File: src/rtl/instr_fetch.sv
// ---------------------------------------------------------------------------
// instr_fetch
//
// Purpose:
//   Single-outstanding-request instruction fetch stage. It requests the word
//   at pc, registers the returned instruction, and presents it to decode
//   with a valid/ready handshake. When decode accepts the instruction, the
//   stage moves pc to the branch target or to pc+4. It also counts accepted
//   instructions.
//
// Optional feature (compile-time macro IFETCH_MISALIGN_TRAP_EN):
//   defined   - a taken branch to a target that is not word aligned sets the
//               sticky misalign_err flag, loads the raw target into pc and
//               parks the stage in S_HALT until reset.
//   undefined - misalign_err and S_HALT do not exist. The two low bits of
//               the branch target are cleared when the target is loaded
//               into pc.
//
// Ports:
//   clk            in   1   single clock, rising edge
//   rst_n          in   1   synchronous active-low reset
//   imem_req       out  1   fetch request to instruction memory
//   imem_addr      out  32  fetch address (always equals pc)
//   imem_rdata     in   32  instruction word from memory
//   imem_rvalid    in   1   imem_rdata valid this cycle
//   instr          out  32  registered instruction word for decode
//   instr_valid    out  1   instr/pc valid for decode
//   instr_ready    in   1   decode accepts instr this cycle
//   branch_taken   in   1   accepted instruction redirects the pc
//   branch_target  in   32  redirect address
//   pc             out  32  address of the word held in instr
//   instr_count    out  32  instructions accepted since reset (wraps)
//   misalign_err   out  1   sticky misaligned-target flag (macro only)
// ---------------------------------------------------------------------------
module instr_fetch #(
    parameter logic [31:0] RESET_PC = 32'h0000_0000
) (
    input  logic        clk,
    input  logic        rst_n,
    output logic        imem_req,
    output logic [31:0] imem_addr,
    input  logic [31:0] imem_rdata,
    input  logic        imem_rvalid,
    output logic [31:0] instr,
    output logic        instr_valid,
    input  logic        instr_ready,
    input  logic        branch_taken,
    input  logic [31:0] branch_target,
    output logic [31:0] pc,
`ifdef IFETCH_MISALIGN_TRAP_EN
    output logic [31:0] instr_count,
    output logic        misalign_err
`else
    output logic [31:0] instr_count
`endif
);

    // addi x0, x0, 0: decode sees a harmless word before the first fetch.
    localparam logic [31:0] NOP_INSTR = 32'h0000_0013;

    typedef enum logic [1:0] {
        S_REQ   = 2'd0,   // request outstanding, waiting for imem_rvalid
`ifdef IFETCH_MISALIGN_TRAP_EN
        S_VALID = 2'd1,   // instr presented, waiting for instr_ready
        S_HALT  = 2'd2    // misaligned branch trapped, idle until reset
`else
        S_VALID = 2'd1    // instr presented, waiting for instr_ready
`endif
    } state_t;

    state_t      state_q;
    state_t      state_d;
    logic [31:0] pc_q;
    logic [31:0] instr_q;
    logic [31:0] count_q;
    logic        capture;     // latch imem_rdata this cycle
    logic        handshake;   // decode accepts the instruction this cycle
    logic [31:0] pc_next;     // pc value loaded on handshake
    logic [31:0] branch_pc;   // branch target as loaded into pc

`ifdef IFETCH_MISALIGN_TRAP_EN
    logic        misalign_q;
    logic        trap;        // taken branch to an unaligned target

    assign trap      = branch_taken && (branch_target[1:0] != 2'b00);
    // The raw target is kept so the offending address is still visible on pc.
    assign branch_pc = branch_target;
`else
    // The low bits are dropped by design. This reduction exists only so the
    // bits are visibly consumed.
    logic unused_target_lsbs;

    assign unused_target_lsbs = ^branch_target[1:0];
    assign branch_pc          = {branch_target[31:2], 2'b00};
`endif

    // Sequential pc increment wraps at 2^32 through the 32-bit add.
    assign pc_next = branch_taken ? branch_pc : (pc_q + 32'd4);

    // ------------------------------------------------------------------
    // Next-state and output decode
    // ------------------------------------------------------------------
    always_comb begin
        // NOTE: every signal driven here gets a default first, so no path
        // through the case leaves one unassigned and no latch is inferred.
        state_d     = state_q;
        imem_req    = 1'b0;
        instr_valid = 1'b0;
        capture     = 1'b0;
        handshake   = 1'b0;

        case (state_q)
            S_REQ: begin
                imem_req = 1'b1;
                if (imem_rvalid) begin
                    capture = 1'b1;
                    state_d = S_VALID;
                end
            end

            S_VALID: begin
                // Responses arriving here belong to no request and are dropped.
                instr_valid = 1'b1;
                if (instr_ready) begin
                    handshake = 1'b1;
`ifdef IFETCH_MISALIGN_TRAP_EN
                    state_d   = trap ? S_HALT : S_REQ;
`else
                    state_d   = S_REQ;
`endif
                end
            end

`ifdef IFETCH_MISALIGN_TRAP_EN
            S_HALT: begin
                state_d = S_HALT;
            end
`endif

            default: begin
                state_d = S_REQ;
            end
        endcase
    end

    // ------------------------------------------------------------------
    // State and datapath registers
    // ------------------------------------------------------------------
    always_ff @(posedge clk) begin
        // NOTE: registers use non-blocking assignments so every flop samples
        // the values from before the edge, whatever the statement order.
        if (!rst_n) begin
            state_q    <= S_REQ;
            pc_q       <= RESET_PC;
            instr_q    <= NOP_INSTR;
            count_q    <= '0;
`ifdef IFETCH_MISALIGN_TRAP_EN
            misalign_q <= 1'b0;
`endif
        end else begin
            state_q <= state_d;

            if (capture) begin
                instr_q <= imem_rdata;
            end

            if (handshake) begin
                pc_q    <= pc_next;
                count_q <= count_q + 32'd1;
`ifdef IFETCH_MISALIGN_TRAP_EN
                if (trap) begin
                    misalign_q <= 1'b1;
                end
`endif
            end
        end
    end

    assign imem_addr   = pc_q;
    assign pc          = pc_q;
    assign instr       = instr_q;
    assign instr_count = count_q;
`ifdef IFETCH_MISALIGN_TRAP_EN
    assign misalign_err = misalign_q;
`endif

endmodule

File: config.mk
export PLATFORM = sky130hd
export DESIGN_NAME = instr_fetch
export DESIGN_NICKNAME = d
export VERILOG_FILES = /design/src/rtl/instr_fetch.sv
export SDC_FILE = /design/constraint.sdc
export NUM_CORES = 1
export LEC_CHECK = 0
export BUFFER_PORTS_ARGS = -buffer_cell sky130_fd_sc_hd__buf_2
export CAP_MARGIN = 20
export CORE_MARGIN = 2
export CORE_UTILIZATION = 52
export CTS_BUF_LIST = sky130_fd_sc_hd__clkbuf_8 sky130_fd_sc_hd__clkbuf_16
export DETAILED_ROUTE_END_ITERATION = 12
export HOLD_SLACK_MARGIN = 0.15
export PLACE_DENSITY = 0.86
export SLEW_MARGIN = 20
export SYNTH_ARGS = -nofsm -noshare
export SYNTH_HDL_FRONTEND = slang
export SYNTH_SLANG_ARGS = --single-unit
export TNS_END_PERCENT = 10
File: constraint.sdc
create_clock -name clk -period 3.2 [get_ports clk]
set_clock_uncertainty 0.2 [all_clocks]
set_input_delay 0 -clock clk [delete_from_list [all_inputs] [get_ports clk]]
set_output_delay 0 -clock clk [all_outputs]
set_load 0.05 [all_outputs]
==> results.py <==
metrics = {
    "outcome": {
        "status": "finished, final reports clean",
    },
    "sta": {
        "slew_headroom": 0.397,
        "slew_violations": 0,
        "fmax_mhz": 322,
        "fin_setup_tns_ps": 0,
        "fin_crit_ps": 3110,
        "tightest_slew_ps": 904,
        "hold_viol_final": 0,
        "min_period_over_period": 0.971,
        "rsz0062_at_grt": "no",
        "setup_violations": 0,
        "setup_ws_ps": 94.0,
    },
    "yosys": {
        "synth-edff-count": 0,
        "netlist_top_cells_count": "nand2_1 (106), dfxtp_1 (95), a21oi_1 (56), nor2_1 (56), buf_4 (34)",
        "ys.flop_type": "dfxtp_1",
        "ys_ff_latch": 95,
        "syn_inst": 609,
        "yosysSeqAreaShare": 0.401,
        "yosys.area.top_type_share": 0.401,
        "synth_area_per_cell_sq_um": 7.79,
        "synth_most_common_cell": "nand2_1",
        "netlist_area_sq_um": 4740,
        "yosysUniqueCellTypes": 52,
        "synth_warnings": 0,
        "netlist_top_cells_area": "dfxtp_1 (40%), nand2_1 (8.4%), a21oi_1 (5.9%)",
        "async_flop_share": 0,
        "yosysTopAreaCell": "dfxtp_1",
    },
    "place": {
        "place.gp.congestion": 0.879,
        "dp.cells": 847,
        "pre_cts_ws_ps": 852,
        "hpwl_um": 9200,
        "portBuffers": 192,
    },
    "floorplanning": {
        "dieHeight_um": 99.5,
        "coreArea_sq_um": 8810,
        "start_util": 0.539,
        "chipWidth_um": 99.5,
        "io_pins": 199,
        "fp-row-count": 34,
        "dieArea_sq_um": 9900,
    },
    "cells_and_area": {
        "drive_gt1_frac": 0.263,
        "fin_cells": 983,
        "nNetsFinal": 942,
        "post-route-util": 0.788,
        "diodes": 0,
        "syn2layout_area_growth_pct": 46.3,
    },
    "global_route": {
        "overflow": 0,
        "first_global_vias": 5722,
        "grt.total_usage": 0.351,
        "grt_first_pass_wirelength_um": 28000,
        "grt_max_degree": 52,
        "antenna_found_initial": 0,
    },
    "worst_setup_path": {
        "cp.arrival_ps": 3160,
        "worstPathRequired_ps": 3250,
        "crit_path_end_kind": "register",
        "critPathKind": "reg -> reg",
        "r2r_end": "imem_addr[15]",
        "r2r-start": "imem_addr[9]",
        "setup.worst_path.start": "imem_addr[9]",
        "r2r_cells": 7,
        "path_max_fanout": 10,
        "r2r_slack_ps": 90,
        "worst_setup_path_start_kind": "register",
    },
    "drt": {
        "dr.first_iter.drc_count": 528,
        "firstDrtPassIters": 6,
        "ant_nets": 0,
        "routed_wl_um": 17900,
        "via_per_inst": 5.95,
        "vias": 5845,
        "drc": 0,
        "wl_per_cell_um": 18.2,
    },
    "cts": {
        "clock_latency_ps": 360,
        "clkTransAtPathRegs_ps": 100,
        "cts_tree": "done",
        "root_buffer": "clkbuf_8",
        "numCtsBuffers": 9,
        "cts_num_sinks": 95,
        "cts_setup_buffers": 0,
        "clockBufferDepth": 2,
        "htree_levels": 3,
    },
    "power": {
        "p_total_mw": 2.79,
        "pwr-share-clk": 0.318,
        "swShare": 0.319,
        "cellPowerDensity_nw_per_um2": 402,
        "p_leak_nw": 3.07,
        "p_sw_mw": 0.891,
        "p_int_mw": 1.90,
        "vdd_drop_max_v": 0.000396,
        "pwr-share-comb": 0.225,
        "seq_power_share": 0.457,
    },
    "hold_path": {
        "hold_path.startpoint": "branch_taken",
        "holdPathStages": 5,
        "hp-class": "in -> reg",
        "min_to": "imem_addr[13]",
    },
    "job": {
        "drv_cap": 0,
    },
}
==> routing by layer <==
layer	vias up	routed length [um]	GRT usage
li1	2608	-	-
met1	2653	6570	0.413
met3	112	1970	0.0914
met4	0	979	0.194
met2	472	8350	0.582
met5	-	0	0
==> final cells by class <==
type,count,area (sq um)
repair buffers,320,2230
fillers,528,1860
multi-input cells,438,2430
clock buffers,10,138
flip-flops and latches,95,1900
well taps,108,135
inverters,7,26.3
clock inverters,5,81.3
==> per-stage QoR <==
stage                     hold WS, ps  area [sq um]
after floorplan                 -75.7          4760
after global placement           15.2          5510
after detailed placement         19.7          5510
after CTS                         177          6930
after global routing              263          6940
final                             209          6940
==> power by group through the flow <==
| stage | registers [mW] | clock network (mW) | logic (mW) |
|---|---|---|---|
| 6_report | 1.28 | 0.887 | 0.627 |
| 5_1_grt | 1.28 | 0.927 | 0.654 |
| 4_1_cts | 1.27 | 0.889 | 0.586 |
| 3_5_place_dp | 1.29 | 0 | 0.475 |
| 3_3_place_gp | 1.29 | 0 | 0.468 |
| 2_1_floorplan | 1.43 | 0 | 0.224 |
==> state kept, by name, summed over array words and instances (netlist names) <==
register     count
state_q          1
imem_addr       30
instr_count     32
instr           32
==> worst max-delay path: stages (launching register included) <==
cell           delay, ps
dfxtp_1              560
and4_1               380
and2_0               330
nand3_1              170
o211ai_1             160
dlygate4sd3_1        590
a21oi_1               50
dlygate4sd3_1        560
==> what timing repair did <==
item                       4_1_cts  5_1_grt
hold endpoints to repair        71        0
gates resized for setup          0        1
setup endpoints to repair        0        1
hold buffers                   120        0
==> logic make-up after synthesis <==
| kind of cell | count (synthesis) | share of synthesized area |
|---|---|---|
| and+or+nand+nor | 281 | 0.283 |
| muxes | 14 | 0.0303 |
| adders and majority gates | 2 | 0.00527 |
| AOI/OAI and AO/OA | 106 | 0.133 |
| other | 1 | 0.000790 |
| DFF | 95 | 0.401 |
| buffers and inverters | 79 | 0.0902 |
| xor gates and xnor gates | 31 | 0.0572 |
==> how the worst max path moves through the flow <==
stage	endpoint	slack, ps	depth (start not counted)
floorplan	imem_addr[29]	760	6
global placement	imem_addr[20]	950	6
detailed placement	imem_addr[20]	850	6
CTS	imem_addr[15]	210	7
global route	imem_addr[15]	30	7
finish	imem_addr[15]	90	7
==> cells in the final DEF, fill, tap and decap left out, types with 2 or more instances in the layout <==
cell and count:
a211oi_1 3, a21oi_1 56, a22oi_1 4, a31oi_1 7
and2_1 3, and3_1 10, and4_1 8, buf_2 192
buf_4 7, bufinv_16 2, clkbuf_8 10, conb_1 4
dfxtp_1 94, dlygate4sd3_1 120, ha_1 2, inv_1 6
mux2_2 3, mux2i_1 11, nand2_1 106, nand3_1 32
nand3_2 2, nand4_1 27, nor2_1 56, nor2b_1 5
nor3_1 13, nor4_1 8, o21ai_0 14, o221a_2 2
o22ai_1 4, o31ai_1 3, o41ai_1 4, xnor2_1 6
xor2_1 25
(Power assumes the default switching activity.)
